File: src/rtl/calc_disp_pkg.sv
// Shared types, segment constants and conversion helpers for calc_result_display.
package calc_disp_pkg;

  localparam int unsigned OP_W       = 8;
  localparam int unsigned BCD_DIGITS = 3;
  localparam int unsigned BCD_W      = 4 * BCD_DIGITS;
  localparam int unsigned SEG_W      = 7;
  localparam int unsigned CONV_STEPS = 8;
  localparam int unsigned CNT_W      = 3;

  typedef enum logic [1:0] {
    ST_IDLE    = 2'd0,
    ST_CONVERT = 2'd1,
    ST_ENCODE  = 2'd2
  } state_e;

  typedef enum logic [1:0] {
    SEL_DIGIT = 2'd0,
    SEL_BLANK = 2'd1,
    SEL_MINUS = 2'd2
  } seg_sel_e;

  // Non-decimal digit codes used to spell "Err"
  localparam logic [3:0] DIG_R = 4'hA;
  localparam logic [3:0] DIG_E = 4'hE;

  // Active-low patterns, bit0 = a .. bit6 = g
  localparam logic [SEG_W-1:0] SEG_0     = 7'b1000000;
  localparam logic [SEG_W-1:0] SEG_1     = 7'b1111001;
  localparam logic [SEG_W-1:0] SEG_2     = 7'b0100100;
  localparam logic [SEG_W-1:0] SEG_3     = 7'b0110000;
  localparam logic [SEG_W-1:0] SEG_4     = 7'b0011001;
  localparam logic [SEG_W-1:0] SEG_5     = 7'b0010010;
  localparam logic [SEG_W-1:0] SEG_6     = 7'b0000010;
  localparam logic [SEG_W-1:0] SEG_7     = 7'b1111000;
  localparam logic [SEG_W-1:0] SEG_8     = 7'b0000000;
  localparam logic [SEG_W-1:0] SEG_9     = 7'b0010000;
  localparam logic [SEG_W-1:0] SEG_BLANK = 7'b1111111;
  localparam logic [SEG_W-1:0] SEG_MINUS = 7'b0111111;
  localparam logic [SEG_W-1:0] SEG_E     = 7'b0000110;
  localparam logic [SEG_W-1:0] SEG_R     = 7'b0101111;

  // One calculator result as sampled on load
  typedef struct packed {
    logic [OP_W-1:0] result;
    logic            negative;
    logic            div_by_zero;
  } calc_in_t;

  // Unsigned magnitude of a (possibly two's complement) result
  function automatic logic [OP_W-1:0] magnitude(input calc_in_t in);
    return in.negative ? OP_W'(~in.result + 1'b1) : in.result;
  endfunction

  // One double-dabble step: add-3 correction, then shift {bcd, op} left by one
  function automatic logic [BCD_W+OP_W-1:0] dd_step(input logic [BCD_W-1:0] bcd,
                                                    input logic [OP_W-1:0]  op);
    logic [BCD_W-1:0] adj;
    adj = '0;
    for (int i = 0; i < int'(BCD_DIGITS); i++) begin
      adj[i*4 +: 4] = (bcd[i*4 +: 4] >= 4'd5) ? 4'(bcd[i*4 +: 4] + 4'd3) : bcd[i*4 +: 4];
    end
    return {adj[BCD_W-2:0], op, 1'b0};
  endfunction

endpackage

File: src/rtl/seg7_encode.sv
// Combinational digit / blank / minus to seven-segment pattern with polarity select.
module seg7_encode
  import calc_disp_pkg::*;
#(
  parameter bit SEG_ACTIVE_LOW = 1'b1
) (
  input  logic [3:0]       i_digit,
  input  seg_sel_e         i_sel,
  output logic [SEG_W-1:0] o_seg_c
);

  logic [SEG_W-1:0] w_pat;

  // Select the active-low glyph
  always_comb begin
    w_pat = SEG_BLANK;
    case (i_sel)
      SEL_MINUS: w_pat = SEG_MINUS;
      SEL_DIGIT: begin
        case (i_digit)
          4'd0:    w_pat = SEG_0;
          4'd1:    w_pat = SEG_1;
          4'd2:    w_pat = SEG_2;
          4'd3:    w_pat = SEG_3;
          4'd4:    w_pat = SEG_4;
          4'd5:    w_pat = SEG_5;
          4'd6:    w_pat = SEG_6;
          4'd7:    w_pat = SEG_7;
          4'd8:    w_pat = SEG_8;
          4'd9:    w_pat = SEG_9;
          DIG_E:   w_pat = SEG_E;
          DIG_R:   w_pat = SEG_R;
          default: w_pat = SEG_BLANK;
        endcase
      end
      default: w_pat = SEG_BLANK;
    endcase
  end

  assign o_seg_c = SEG_ACTIVE_LOW ? w_pat : ~w_pat;

endmodule

File: src/rtl/calc_result_display.sv
// Calculator result display: serial double-dabble to BCD, then seven-segment
// encoding of sign / digits / "Err" onto HEX2..HEX0.
// Optional: define LEADING_ZERO_BLANK_EN to blank leading zero digits.
module calc_result_display
  import calc_disp_pkg::*;
#(
  parameter bit          SEG_ACTIVE_LOW = 1'b1,
  parameter int unsigned NEG_MAX        = 99
) (
  input  logic             clk,
  input  logic             reset,
  input  logic             load,
  input  logic [OP_W-1:0]  result,
  input  logic             negative,
  input  logic             div_by_zero,
  output logic [SEG_W-1:0] HEX0,
  output logic [SEG_W-1:0] HEX1,
  output logic [SEG_W-1:0] HEX2,
  output logic             busy,
  output logic             valid
);

  localparam logic [SEG_W-1:0] BLANK_OUT = SEG_ACTIVE_LOW ? SEG_BLANK : ~SEG_BLANK;

  state_e           r_state;
  logic [OP_W-1:0]  r_op;
  logic [OP_W-1:0]  r_mag;
  logic [BCD_W-1:0] r_bcd;
  logic [CNT_W-1:0] r_cnt;
  logic             r_neg;
  logic             r_dz;
  logic             r_pend;
  calc_in_t         r_pend_in;
  logic [SEG_W-1:0] r_hex0, r_hex1, r_hex2;
  logic             r_busy;
  logic             r_valid;

  calc_in_t              w_live_in;
  calc_in_t              w_src_in;
  logic                  w_start;
  logic [OP_W-1:0]       w_src_mag;
  logic [BCD_W+OP_W-1:0] w_step;
  logic [3:0]            w_hund, w_tens, w_ones;
  logic [3:0]            w_dig2, w_dig1, w_dig0;
  seg_sel_e              w_sel2, w_sel1, w_sel0;
  logic [SEG_W-1:0]      w_seg2, w_seg1, w_seg0;

  assign w_live_in = '{result: result, negative: negative, div_by_zero: div_by_zero};

  // Start a conversion from IDLE, or chain straight on from ENCODE; the newest sample wins
  always_comb begin
    w_start  = 1'b0;
    w_src_in = w_live_in;
    if (r_state == ST_IDLE) begin
      w_start = load;
    end else if (r_state == ST_ENCODE) begin
      w_start = load | r_pend;
      if (!load) w_src_in = r_pend_in;
    end
  end

  assign w_src_mag = magnitude(w_src_in);
  assign w_step    = dd_step(r_bcd, r_op);
  assign w_hund    = r_bcd[11:8];
  assign w_tens    = r_bcd[7:4];
  assign w_ones    = r_bcd[3:0];

  // Choose glyphs for the three display positions
  always_comb begin
    w_dig2 = w_hund;
    w_dig1 = w_tens;
    w_dig0 = w_ones;
    w_sel2 = SEL_DIGIT;
    w_sel1 = SEL_DIGIT;
    w_sel0 = SEL_DIGIT;
    if (r_dz) begin
      w_dig2 = DIG_E;
      w_dig1 = DIG_R;
      w_dig0 = DIG_R;
    end else if (r_neg && (32'(r_mag) > NEG_MAX)) begin
      w_sel2 = SEL_MINUS;
      w_sel1 = SEL_MINUS;
      w_sel0 = SEL_MINUS;
    end else if (r_neg) begin
      w_sel2 = SEL_MINUS;
`ifdef LEADING_ZERO_BLANK_EN
      if (w_tens == 4'd0) w_sel1 = SEL_BLANK;
`endif
    end else begin
`ifdef LEADING_ZERO_BLANK_EN
      if (w_hund == 4'd0) w_sel2 = SEL_BLANK;
      if (w_hund == 4'd0 && w_tens == 4'd0) w_sel1 = SEL_BLANK;
`endif
    end
  end

  seg7_encode #(.SEG_ACTIVE_LOW(SEG_ACTIVE_LOW)) u_seg2 (.i_digit(w_dig2), .i_sel(w_sel2), .o_seg_c(w_seg2));
  seg7_encode #(.SEG_ACTIVE_LOW(SEG_ACTIVE_LOW)) u_seg1 (.i_digit(w_dig1), .i_sel(w_sel1), .o_seg_c(w_seg1));
  seg7_encode #(.SEG_ACTIVE_LOW(SEG_ACTIVE_LOW)) u_seg0 (.i_digit(w_dig0), .i_sel(w_sel0), .o_seg_c(w_seg0));

  // Control FSM, conversion datapath, pending buffer and registered outputs
  always_ff @(posedge clk or negedge reset) begin
    if (!reset) begin
      r_state   <= ST_IDLE;
      r_op      <= '0;
      r_mag     <= '0;
      r_bcd     <= '0;
      r_cnt     <= '0;
      r_neg     <= 1'b0;
      r_dz      <= 1'b0;
      r_pend    <= 1'b0;
      r_pend_in <= '0;
      r_hex0    <= BLANK_OUT;
      r_hex1    <= BLANK_OUT;
      r_hex2    <= BLANK_OUT;
      r_busy    <= 1'b0;
      r_valid   <= 1'b0;
    end else begin
      r_valid <= 1'b0;
      case (r_state)
        ST_IDLE: ;
        ST_CONVERT: begin
          {r_bcd, r_op} <= w_step;
          r_cnt         <= CNT_W'(r_cnt + 1'b1);
          if (r_cnt == CNT_W'(CONV_STEPS - 1)) r_state <= ST_ENCODE;
          if (load) begin
            r_pend    <= 1'b1;
            r_pend_in <= w_live_in;
          end
        end
        ST_ENCODE: begin
          r_hex2  <= w_seg2;
          r_hex1  <= w_seg1;
          r_hex0  <= w_seg0;
          r_valid <= 1'b1;
          r_pend  <= 1'b0;
          r_state <= ST_IDLE;
          r_busy  <= 1'b0;
        end
        default: r_state <= ST_IDLE;
      endcase
      if (w_start) begin
        r_op    <= w_src_mag;
        r_mag   <= w_src_mag;
        r_neg   <= w_src_in.negative;
        r_dz    <= w_src_in.div_by_zero;
        r_bcd   <= '0;
        r_cnt   <= '0;
        r_state <= ST_CONVERT;
        r_busy  <= 1'b1;
      end
    end
  end

  assign HEX0  = r_hex0;
  assign HEX1  = r_hex1;
  assign HEX2  = r_hex2;
  assign busy  = r_busy;
  assign valid = r_valid;

endmodule
File: config.mk
export PLATFORM = sky130hd
export DESIGN_NAME = calc_result_display
export DESIGN_NICKNAME = d
export VERILOG_FILES = /design/src/rtl/calc_disp_pkg.sv /design/src/rtl/seg7_encode.sv /design/src/rtl/calc_result_display.sv
export SDC_FILE = /design/constraint.sdc
export NUM_CORES = 1
export LEC_CHECK = 0
export ABC_AREA = 1
export ABC_CLOCK_PERIOD_IN_PS = 2000
export CORE_UTILIZATION = 30
export CTS_CLUSTER_SIZE = 14
export DETAILED_ROUTE_END_ITERATION = 6
export PLACE_DENSITY = 0.48
export SETUP_SLACK_MARGIN = 0.02
export SYNTH_ARGS = -nofsm -noshare
export SYNTH_HDL_FRONTEND = slang
export SYNTH_SLANG_ARGS = --single-unit
File: constraint.sdc
create_clock -name clk -period 2 [get_ports clk]
set_input_delay 0.4 -clock clk [delete_from_list [all_inputs] [get_ports clk]]
set_output_delay 0.4 -clock clk [all_outputs]
set_load 0.02 [all_outputs]
==> After elaboration in Yosys (flattened, before gate mapping) <==
Memories as Yosys holds them, arrays and structs flattened.
Cells that the tools add are included.
{ "word_totals": {"memories": 3, "elab_cells": 81, "reg_bits": 69, "out_inout_bits": 23, "rom_bits": 336, "inputBits": 13} }
{ "op_classes": {"eq_ne": 8, "mux": 34, "n_bitwise": 2, "n_addsub": 5, "order_cmp": 4, "reduce_logical": 9} }
{ "memory_table": {"columns": ["memory", "depth", "width", "rd", "rd_ports_with_merged_regs", "write_ports", "line", "text"], "rows": [
  ["(name not given)", 16, 7, 1, 0, 0, "seg7_encode.sv:20", "case (i_digit)"],
  ["(name not given)", 16, 7, 1, 0, 0, "seg7_encode.sv:20", null],
  ["(name not given)", 16, 7, 1, 0, 0, "seg7_encode.sv:20", null]
]} }
{ "op_table": {"columns": ["op", "count"], "rows": [
  ["$pmux W7 S2", 3],
  ["$mux W10", 3],
  ["$mux W12", 2],
  ["$mux W8", 3],
  ["$mux W4", 5],
  ["$mux W2", 7],
  ["$ge A4 B3 Y1 const B", 3],
  ["$mux W3", 3],
  ["$add A4 B2 Y4 const B", 2],
  ["$add A8 B1 Y8 const B", 1],
  ["$gt A8 B7 Y1 const B", 1],
  ["$not A8 Y8", 1],
  ["$eq A2 B2 Y1 const B", 3],
  ["$logic_not A2 Y1", 3],
  ["$mux W1", 6],
  ["$reduce_bool A2 Y1", 3],
  ["$ne A2 B2 Y1 const B", 2],
  ["$pmux W2 S2", 1],
  ["$reduce_and A2 Y1", 2],
  ["$add A3 B1 Y3 const B", 1],
  ["$add A3 B2 Y3 const B", 1],
  ["$eq A3 B3 Y1 const B", 1],
  ["$ne A3 B3 Y1 const B", 1],
  ["$eq A2 B1 Y1 const B", 1],
  ["other kinds (3)", 3]
]} }

==> Longest topological paths before layout <==
{ "logic_depth": {"depth_word": 7, "depth_mapped": 13} }

==> Hierarchy <==
From an unflattened synthesis, not the netlist that was laid out.
{ "hier_totals": {"cells_unflattened": 529, "hier_area_um2": 4160.2} }
{ "by_module_without_submodules": {"columns": ["mod", "instances", "area_each_um2", "seq_area_each_um2", "cells_per_inst"], "rows": [
  ["calc_result_display", 1, 3375.7, 1702.9, 409],
  ["seg7_encode", 3, 261.5, 0.0, 40]
]} }

==> Worst setup path before layout <==
Ideal clock, no wire load.
{ "synth_timing": {"path_type": "register to register", "start": "register r_dz", "end": "register r_hex0[3] (netlist: HEX0[3])", "setup_ps": 77, "arrival_ps": 1570, "path_stages_with_launch": 9, "required_time_ps": 1923, "n_path_buf": 1, "slack_ps": 352, "path_cell_list": "dfrtp_1 buf_2 nor2_1 inv_1 ha_1 inv_1 o21ai_0 nand2_1 a31oi_1"} }
{ "synth_between": {"elab_chain_len": 3} }
{ "synth_lines": {"columns": ["item", "line", "text"], "rows": [
  ["from (decl)", "calc_result_display.sv:31", "logic r_dz;"],
  ["from (signal assigned)", "calc_result_display.sv:146", "r_dz <= w_src_in.div_by_zero;"],
  ["$mux W4 or $mux W2 (tied branches)", "calc_result_display.sv:76", "if (r_dz) begin"],
  ["$mem_v2 Z16 W7, or another cell as far along", null, null],
  ["$pmux W7 S2 (*)", "seg7_encode.sv:17", "case (i_sel)"],
  ["to (signal assigned)", "calc_result_display.sv:134", "r_hex0 <= w_seg0;"],
  ["to (decl)", "calc_result_display.sv:34", "logic [SEG_W-1:0] r_hex0, r_hex1, r_hex2;"]
]} }
Every way passes the cells marked *; elsewhere a longest branch is shown, timed or not.
A chain may end at the register's enable or synchronous reset.

==> Worst setup path in the final report <==
{ "layout_timing": {"start": "register r_hex1[2] (netlist: HEX1[2])", "end": "output HEX1[2]"} }
{ "layout_rtl": {"columns": ["item", "line", "text"], "rows": [
  ["from (decl)", "calc_result_display.sv:34", null],
  ["from (signal assigned)", "calc_result_display.sv:133", "r_hex1 <= w_seg1;"],
  ["to (decl)", "calc_result_display.sv:17", "output logic [SEG_W-1:0] HEX1,"]
]} }
No word-level cell between the ends.

==> impl_metrics.csv <==
group,metric,value,unit
timing,rsz0062_at_grt,"false",
cells_and_area,final_nets,583,
cells_and_area,multi_input_area,0.001851,mm²
detailed_routing,first_iter_violations,135,
global_route,grt_pass1_vias,3267,
critical_path,ff2ff_path_depth,7,
detailed_routing,vias,3314,
synth,synth_cell_types,36,
cells_and_area,fillers,1319,
detailed_routing,post-route-drc-count,0,
clock_network,cts_tree,"yes",
synth,synth-seq-cells,67,
clock_network,ctsHoldBuffers,0,
outcome,status,"complete, but fails checks",
timing,fin_skew,0.006405,ns
detailed_routing,finalWirelength,9021,µm
run,maxCapViolCount,0,
die,initial_utilization,30.67,%
critical_path,max_stage_delay,0.60,ns
critical_path,path_class,"register to output pin",
critical_path,crit_chain,"clkdlybuf4s50_1",
clock_network,clock_path_buffers,2,
timing,finalCriticalPeriod,1.876,ns
global_route,track_usage,15.09,%
synth,synth_cells,484,
place,hpwlAfterDp,6826,µm
synth,synthTopCellsByArea,"dfrtp_1 30%, dfstp_2 14%, nand2_1 11%, ha_1 8.7%, o21ai_0 6.1%",
clock_network,postCtsSetupBuffers,0,
critical_path,path_delay_family,"buffers and inverters",
timing,setup_tns,0,ns
synth,synth_area_leader_cell,"dfrtp_1",
timing,period_share,93.79,%
detailed_routing,firstDrtPassIters,4,
critical_path,slowest_stage,"clkdlybuf4s50_1",
cells_and_area,antenna_cells,0,
timing,slew_violations,0,
die,design.die.area,0.01336,mm²
clock_network,insertion_delay,0.34,ns
timing,fmax,0.5331,GHz
timing,finalHoldWorstSlack,-0.001387,ns
detailed_routing,wl_per_cell,12.53,µm
place,place_area,0.004578,mm²
timing,maxSlewHeadroom,69.24,%
clock_network,clk_root_buffer_cell,"clkbuf_16",
synth,synthTopCellsByCount,"117 x nand2_1, 58 x inv_1, 48 x nor2_1, 47 x o21ai_0, 46 x dfrtp_1",
outcome,violations,"hold timing",
critical_path,reg2reg_from,"r_dz",
synth,synth.most_common_cell,"nand2_1",
die,dieWidth,115.6,µm
synth,yosysWarnings,0,
critical_path,cp.arrival,1.48,ns
synth,synth_flop_cell,"dfrtp_1",
global_route,grt_pass1_wl,15480,µm
place,place.gp.congestion,0.8673,
clock_network,path_clk_slew,0.06,ns
global_route,antenna_found_initial,0,
cells_and_area,synthToLayoutAreaGrowth,27.03,%
critical_path,required,1.60,ns
power,power_leakage,0.002335,µW
detailed_routing,vias_per_cell,4.603,
critical_path,worst-path-buf-inv,1,
global_route,grt_max_degree,34,
clock_network,cts.sinks,67,
critical_path,startpoint,"HEX1[2]",
critical_path,end_kind,"output pin",
timing,hold_viol_final,1,
die,die_h,115.6,µm
die,io_pins,36,
die,std_cell_rows,41,
timing,setup_violations,0,
clock_network,cts_resized,0,
global_route,overflow,0,
clock_network,numCtsBuffers,9,
synth,netlist_area,0.003870,mm²
critical_path,reg2reg_to,"HEX1[3]",
critical_path,critPathLaunchType,"register",
cells_and_area,regArea,0.001703,mm²
synth,synth_edf_count,0,
die,core-area,0.01262,mm²
synth,yosysSeqAreaShare,44.00,%
min_path,holdCritPathClass,"primary input to async pin",
power,power.total,8125,µW
clock_network,h-tree-depth,3,
place,io_buffer_count,35,
critical_path,reg2reg_slack,0.23,ns
critical_path,crit_path_max_fanout,2,
cells_and_area,drive_gt1_share,14.78,%
power,ir_worst_vdd,0.5691,mV
timing,tightest_slew,0.4603,ns
synth,yosysTopAreaCellShare,29.74,%
detailed_routing,ant_nets,0,
cells_and_area,stdcell_area,0.004916,mm²
synth,avgSynthCellArea,7.996,µm²
power,pwr_density_cell,1653,mW/mm²
synth,async_flop_share,100.0,%
synth,syn_nets,524,
## worst max-delay path by stage
stage / depth (start not counted) / to
final: 1 / HEX1[2]
after floorplan: 8 / HEX0[3]
after CTS: 1 / HEX1[1]
after global placement: 13 / r_op[6]
after detailed placement: 13 / r_mag[4]
after global routing: 12 / r_mag[6]
## power breakdown
group,total [µW],internal (µW),switching [µW]
clock,1730,1140,592
sequential,2550,2150,400
combinational,3840,1580,2270
## worst reg2reg max path, cell delays in order, from the launching register on
cell     delay (ns)
dfrtp_1        0.46
nor2_1         0.35
inv_1          0.15
ha_1           0.31
inv_1          0.04
o21ai_0        0.15
nand2_1        0.07
a31oi_1        0.16
## placed cells by master, fill, tap and decap left out, types with 5 or more instances in the layout
cell and count:
dfstp_2 21, clkbuf_16 13, nand2_1 117, a31oi_1 11, buf_4 25, a21oi_1 15, inv_1 58, o22ai_1 6
dfrtp_1 46, ha_1 27, xor2_1 5, nor2_1 48, o21ai_0 47, nand3_1 29, clkdlybuf4s50_1 34
## cell type report
cell class | instances | share of cell area, %
clock buffers | 15 | 6.770
clock inverters | 1 | 0.1018
inverters | 63 | 4.810
multi-input cells | 340 | 37.64
flip-flops and latches | 67 | 34.64
well taps | 172 | 4.378
repair buffers | 62 | 11.66
## flip-flops by register name, indices dropped and copies added, names as in the netlist
name	count
r_pend_in	10
r_mag	6
r_state	2
r_dz	1
r_op	8
HEX2	7
valid	1
HEX0	7
r_cnt	3
r_bcd	12
busy	1
HEX1	7
r_neg	1
r_pend	1
## logic make-up (layout without fill, tap and decap cells)
group | Yosys count | after routing | share of synthesized area (%)
AND/OR/NAND/NOR | 207 | 207 | 22.57
AO/OA/AOI/OAI | 101 | 101 | 15.39
buffers and inverters | 77 | 141 | 8.179
flip-flops | 67 | 67 | 44.00
adder cells (fa/ha/maj) | 27 | 27 | 8.729
XOR/XNOR | 5 | 5 | 1.132
## through the flow
step	util, %	worst slack, ns	hold WS, ns	cells
CTS	38.96	0.1063	0.004448	720
finish	38.96	0.1243	-0.001387	720
floorplan	-	0.3525	0.1044	484
global route	38.96	0.03204	0.02291	720
global placement	36.28	-0.07452	0.3639	704
detailed placement	36.28	-0.1129	0.3734	704
## routing by layer
layer  share of wire, %  GRT usage, %
met1                 49         19.14
met2                 45         24.03
met3                4.1         4.132
met4                1.9         6.667
met5                  0             0
Note: power is estimated with default switching activity, not from simulation.
